## src/rtl/wb_arbiter.sv

```systemverilog
// wb_arbiter: write-back stage in front of the register file.
// Merges ALU and memory results into an in-order queue and retires one
// entry per cycle onto the register file write port (we3/ra3/wd3).
// busy1/busy2 flag reads that still have a pending write queued or in flight.
module wb_arbiter #(
  parameter int DATA_W = 24,
  parameter int ADDR_W = 4,
  parameter int NREGS  = 12,
  parameter int DEPTH  = 4
) (
  input  logic              clk,
  input  logic              rst,
  input  logic              flush,
  input  logic              alu_valid,
  output logic              alu_ready,
  input  logic [ADDR_W-1:0] alu_rd,
  input  logic [DATA_W-1:0] alu_data,
  input  logic              mem_valid,
  output logic              mem_ready,
  input  logic [ADDR_W-1:0] mem_rd,
  input  logic [DATA_W-1:0] mem_data,
  input  logic [ADDR_W-1:0] ra1,
  input  logic [ADDR_W-1:0] ra2,
  output logic              busy1,
  output logic              busy2,
  output logic              we3,
  output logic [ADDR_W-1:0] ra3,
  output logic [DATA_W-1:0] wd3,
  output logic              err_addr
);

  localparam int PW = $clog2(DEPTH);
  localparam int CW = PW + 1;
  localparam logic [CW-1:0]     LP_DEPTH = CW'(DEPTH);
  localparam logic [ADDR_W:0]   LP_NREGS = (ADDR_W + 1)'(NREGS);

  // Queue storage and control state
  logic [ADDR_W-1:0] r_rd_q   [DEPTH];
  logic [DATA_W-1:0] r_data_q [DEPTH];
  logic [PW-1:0]     r_wr_ptr;
  logic [PW-1:0]     r_rd_ptr;
  logic [CW-1:0]     r_count;
  logic              r_we3;
  logic [ADDR_W-1:0] r_ra3;
  logic [DATA_W-1:0] r_wd3;
  logic              r_err;

  logic              w_mem_acc;
  logic              w_alu_acc;
  logic              w_mem_ok;
  logic              w_alu_ok;
  logic              w_mem_push;
  logic              w_alu_push;
  logic              w_pop;
  logic [PW-1:0]     w_alu_slot;
  logic [CW-1:0]     w_count_plus_mem;
  logic [CW-1:0]     w_count_next;
  logic [DEPTH-1:0]  w_occ;
  logic              w_busy1;
  logic              w_busy2;

  // Readiness looks only at the registered count: a pop in the same cycle
  // earns no credit, which keeps ready off the pop path.
  assign mem_ready        = !flush && (r_count < LP_DEPTH);
  assign w_mem_acc        = mem_valid && mem_ready;
  assign w_count_plus_mem = r_count + CW'(w_mem_acc);
  assign alu_ready        = !flush && (w_count_plus_mem < LP_DEPTH);
  assign w_alu_acc        = alu_valid && alu_ready;

  // An accepted result aimed past the last architectural register completes
  // its handshake but is dropped instead of queued.
  assign w_mem_ok   = {1'b0, mem_rd} < LP_NREGS;
  assign w_alu_ok   = {1'b0, alu_rd} < LP_NREGS;
  assign w_mem_push = w_mem_acc && w_mem_ok;
  assign w_alu_push = w_alu_acc && w_alu_ok;

  // Memory is older than ALU when both land together, so ALU takes the next slot.
  assign w_alu_slot   = r_wr_ptr + PW'(w_mem_push);
  assign w_pop        = (r_count != '0);
  assign w_count_next = r_count + CW'(w_mem_push) + CW'(w_alu_push) - CW'(w_pop);

  // Pending-write detection over the output stage and every occupied slot
  always_comb begin
    // NOTE: every always_comb output gets a default first so no path leaves it unassigned (no latch).
    w_occ   = '0;
    w_busy1 = r_we3 && (r_ra3 == ra1);
    w_busy2 = r_we3 && (r_ra3 == ra2);
    for (int i = 0; i < DEPTH; i++) begin
      // Slot i is live when its distance from the head is below the count.
      w_occ[i] = {1'b0, PW'(i) - r_rd_ptr} < r_count;
      if (w_occ[i] && (r_rd_q[i] == ra1)) w_busy1 = 1'b1;
      if (w_occ[i] && (r_rd_q[i] == ra2)) w_busy2 = 1'b1;
    end
  end

  // Queue payload write; no reset needed since count gates every read
  always_ff @(posedge clk) begin
    // NOTE: storage is deliberately not reset; stale slots are unreachable once count/pointers clear.
    if (w_mem_push) begin
      r_rd_q[r_wr_ptr]   <= mem_rd;
      r_data_q[r_wr_ptr] <= mem_data;
    end
    if (w_alu_push) begin
      r_rd_q[w_alu_slot]   <= alu_rd;
      r_data_q[w_alu_slot] <= alu_data;
    end
  end

  // Pointers, count, registered write port and sticky address error
  always_ff @(posedge clk) begin
    // NOTE: sequential state uses non-blocking assignments so every register samples pre-edge values.
    if (rst) begin
      r_wr_ptr <= '0;
      r_rd_ptr <= '0;
      r_count  <= '0;
      r_we3    <= 1'b0;
      r_ra3    <= '0;
      r_wd3    <= '0;
      r_err    <= 1'b0;
    end else if (flush) begin
      r_wr_ptr <= '0;
      r_rd_ptr <= '0;
      r_count  <= '0;
      r_we3    <= 1'b0;
    end else begin
      r_wr_ptr <= r_wr_ptr + PW'(w_mem_push) + PW'(w_alu_push);
      r_rd_ptr <= r_rd_ptr + PW'(w_pop);
      r_count  <= w_count_next;
      r_we3    <= w_pop;
      if (w_pop) begin
        r_ra3 <= r_rd_q[r_rd_ptr];
        r_wd3 <= r_data_q[r_rd_ptr];
      end
      if ((w_mem_acc && !w_mem_ok) || (w_alu_acc && !w_alu_ok)) r_err <= 1'b1;
    end
  end

  assign busy1    = w_busy1;
  assign busy2    = w_busy2;
  assign we3      = r_we3;
  assign ra3      = r_ra3;
  assign wd3      = r_wd3;
  assign err_addr = r_err;

endmodule

```

## config.mk

```make
export PLATFORM = sky130hd
export DESIGN_NAME = wb_arbiter
export DESIGN_NICKNAME = d
export VERILOG_FILES = /design/src/rtl/wb_arbiter.sv
export SDC_FILE = /design/constraint.sdc
export NUM_CORES = 1
export LEC_CHECK = 0
export ABC_AREA = 1
export CAP_MARGIN = 20
export CORE_MARGIN = 3
export CORE_UTILIZATION = 50
export CTS_CLUSTER_DIAMETER = 60
export DETAILED_ROUTE_END_ITERATION = 16
export PLACE_DENSITY = 0.75
export SYNTH_ARGS = -nofsm -noshare
export SYNTH_HDL_FRONTEND = slang
export SYNTH_SLANG_ARGS = --single-unit
```

## constraint.sdc

```tcl
create_clock -name clk -period 3.1 [get_ports clk]
set_input_delay 0.62 -clock clk [delete_from_list [all_inputs] [get_ports clk]]
set_output_delay 0.62 -clock clk [all_outputs]
set_load 0.01 [all_outputs]
```

==> results.md <==
* Period utilization at 0.909
* H-Tree Depth at 4
* Mapped Area at 7620 sq um
* Top sig layer: met4
* Clock Latency Late Sink at 0.42 ns
* Tightest Pin Transition at 0.667 ns
* Switching part of the total power at 0.328
* Data arrival, critical path at 2.20 ns
* Area added between synthesis and finish at 25.8%
* Cell variety after synth at 31
* # rows at 44
* Total power at 6.97 mW
* Layout cells sized above 1 at 0.0848
* Vias per inst at 5.41
* Routed len/inst at 16.3 um
* MaxCap Viol Count at 0
* Worst Hold Class: reg -> reg
* Post-DP HPWL at 12600 um
* Period minus WS final at 2.82 ns
* WS Path Type: reg -> out
* ANT nets after route at 0
* Seq/Total Area, Yosys at 0.538
* Clock buffer depth at 2
* Logic gate share of total power at 0.338
* Met3 wire length at 1360 um
* DRC violation count after routing at 0
* Dpl ws at 0.0225 ns
* TritonRoute pass-1 iters at 5
* Synth Area per Inst at 8.72 sq um
* Final cell count without fillers at 1175
* VDD IR-drop max at 0.397 mV
* ANT cells at 0
* First-pass GRT wire length at 30100 um
* Syn Nets at 953
* Final core utilization at 0.652
* Worst Hold Depth at 2
* Hold-fix buffers, CTS at 0
* CP Cell Sequence: inv_1 > nor2_2 > nor2_2 > inv_1 > ha_1 > inv_1 > nor2_1 > a21oi_2 > buf_4 > nand3_1 > nand2_1 > nor2_1 > nand2_1 > dlymetal6s2s_1
* Setup TNS at 0 ns
* Reg area at 4110 sq um
* Placed cells at 1142
* Gp weighted congestion at 0.881
* WHS at 0.483 ns
* Die X at 129 um
* Status: complete, no violations
* Io pins at 103
* CP peak stage delay at 0.37 ns
* Placement Cell Area at 9000 sq um
* Main synth FF type: edfxtp_1
* Cell Pwr Density at 727 nW/um^2
* Initial antenna violation count at 0
* Met1 WL at 7820 um
* Nets at 1057
* Initial Util at 0.519
* Most frequent CP cell: inv_1
* CTS Sinks at 149
* Ys Warns at 0
* Critical path launch point type: flop
* Final setup skew at 0.00837 ns
* CORE AREA at 14700 sq um
* GRT Overall Usage at 0.233
* Slew margin rel. at 0.555
* CP max FO at 6
* Final setup fails at 0
* Number of global-route vias before repair at 6119
* Grt total ovfl at 0
* Number of synthesized flops with an enable pin at 112
* CP max-delay cell: dfxtp_4
* Final Cell Area at 9590 sq um
* Clk slew on worst S/H paths at 0.06 ns
* CP Capture Type: output port
* Wire length on met2 at 9390 um
* Final wirelength at 19100 um
* DR vias at 6354
* Max Slew Vio Count at 0
* Max Fclk at 0.355 GHz
* Mapped Cells at 874
* Async S/R FF share, synth at 0
* Initial DRC Count at 457
* Hold Vio Cnt, Final at 0
* Largest net degree at the start of global routing at 43
* Clock power share at 0.282
* Internal Pwr Total at 4.68 mW
* Multi-input combinational cell area at 2990 sq um
* # fillers at 1197
* Final worst slack at 0.284 ns
* Critical Path RT at 2.48 ns
* R2R depth at 12
* Commonest cells after routing, fill and taps aside: 245 x nand2_1, 112 x edfxtp_1, 100 x clkdlybuf4s50_1
* Commonest non-fill, non-tap cell in the layout: nand2_1
* Num CTS Buffers at 17
* Sequential share of power at 0.381
* Die Height at 129 um
* Pleak at 3.69 nW
* Unrepaired setup endpoints after global routing: false
* I/O Buffers at 102
* Die area at 16800 sq um
* Clk root buf: clkbuf_16
* Number of synthesized register bits at 149
* Switching pwr at 2.29 mW
* CTS tree: yes
cell type report:
| type | instances | share of cell area |
|---|---|---|
| tap | 184 | 0.0240 |
| multi-input combinational | 598 | 0.312 |
| sequential | 149 | 0.429 |
| clock inverter | 12 | 0.0133 |
| inverter | 78 | 0.0305 |
| clock buffer | 20 | 0.0455 |
| timing repair buffer | 134 | 0.146 |
registers in the layout, indices dropped and copies added, names as in the netlist:
register	flops
r_data_q	96
wd3	24
r_rd_ptr	2
ra3	4
r_count	3
r_wr_ptr	2
err_addr	1
r_rd_q	16
we3	1
Yosys cell counts, types with 2 or more instances:
library cell	instances	area, sq um
inv_2	4	15.0
nand2_1	245	920
nor2_1	99	372
nand3_1	7	35.0
ha_1	9	113
xnor2_1	4	35.0
xor2_1	15	131
inv_1	74	278
a21oi_1	2	10.0
buf_2	15	75.1
o22ai_1	5	31.3
nor2_4	4	45.0
buf_6	13	146
a22oi_1	56	420
dfxtp_1	37	741
edfxtp_1	112	3360
nand3b_1	2	15.0
clkbuf_2	3	15.0
clkbuf_1	13	48.8
o21ai_0	74	370
buf_4	4	30.0
o21ai_1	68	340
what timing repair did:
action / in CTS / in global routing
setup buffers: 0 / 1
pin swaps: 1 / 1
resized for setup: 4 / 3
endpoints found under the setup margin: 2 / 2
worst max-delay path: cells and delay by family (launching register included):
| family | cells | cell delay (ns) |
|---|---|---|
| buf+inv | 5 | 0.48 |
| simple gates | 7 | 0.42 |
| flops | 1 | 0.37 |
| fa+ha+maj | 1 | 0.26 |
| compound gates | 1 | 0.22 |
routing by layer:
| metal | global-route usage | vias up |
|---|---|---|
| met5 | 0 | - |
| li1 | - | 3146 |
| met4 | 0.0947 | 0 |
| met2 | 0.399 | 247 |
| met3 | 0.0478 | 50 |
| met1 | 0.290 | 2911 |
worst paths after layout:
kind / startpoint / endpoint / slack (ns)
setup / recovery: r_rd_ptr[1]$_SDFF_PP0_ / busy2 / 0.28
hold / removal: err_addr$_SDFFE_PP0P_ / err_addr$_SDFFE_PP0P_ / 0.48
setup reg to reg: r_count[2]$_SDFF_PP0_ / r_count[2]$_SDFF_PP0_ / 0.72
hold reg to reg: err_addr$_SDFFE_PP0P_ / err_addr$_SDFFE_PP0P_ / 0.48
power by group through the flow:
stage               Combinational [mW]  Clock (mW)  Sequential, mW
floorplan                         1.24           0            2.73
global placement                  2.25           0            2.69
detailed placement                2.29           0            2.69
CTS                               2.32        1.98            2.65
global route                      2.62        2.06            2.68
finish                            2.35        1.96            2.65
cells by family after synthesis:
logic type / synth area share
buf+inv: 0.0803
compound gates: 0.156
flops: 0.538
fa+ha+maj: 0.0174
simple gates: 0.186
xor+xnor: 0.0218
(Power assumes the default switching activity.)
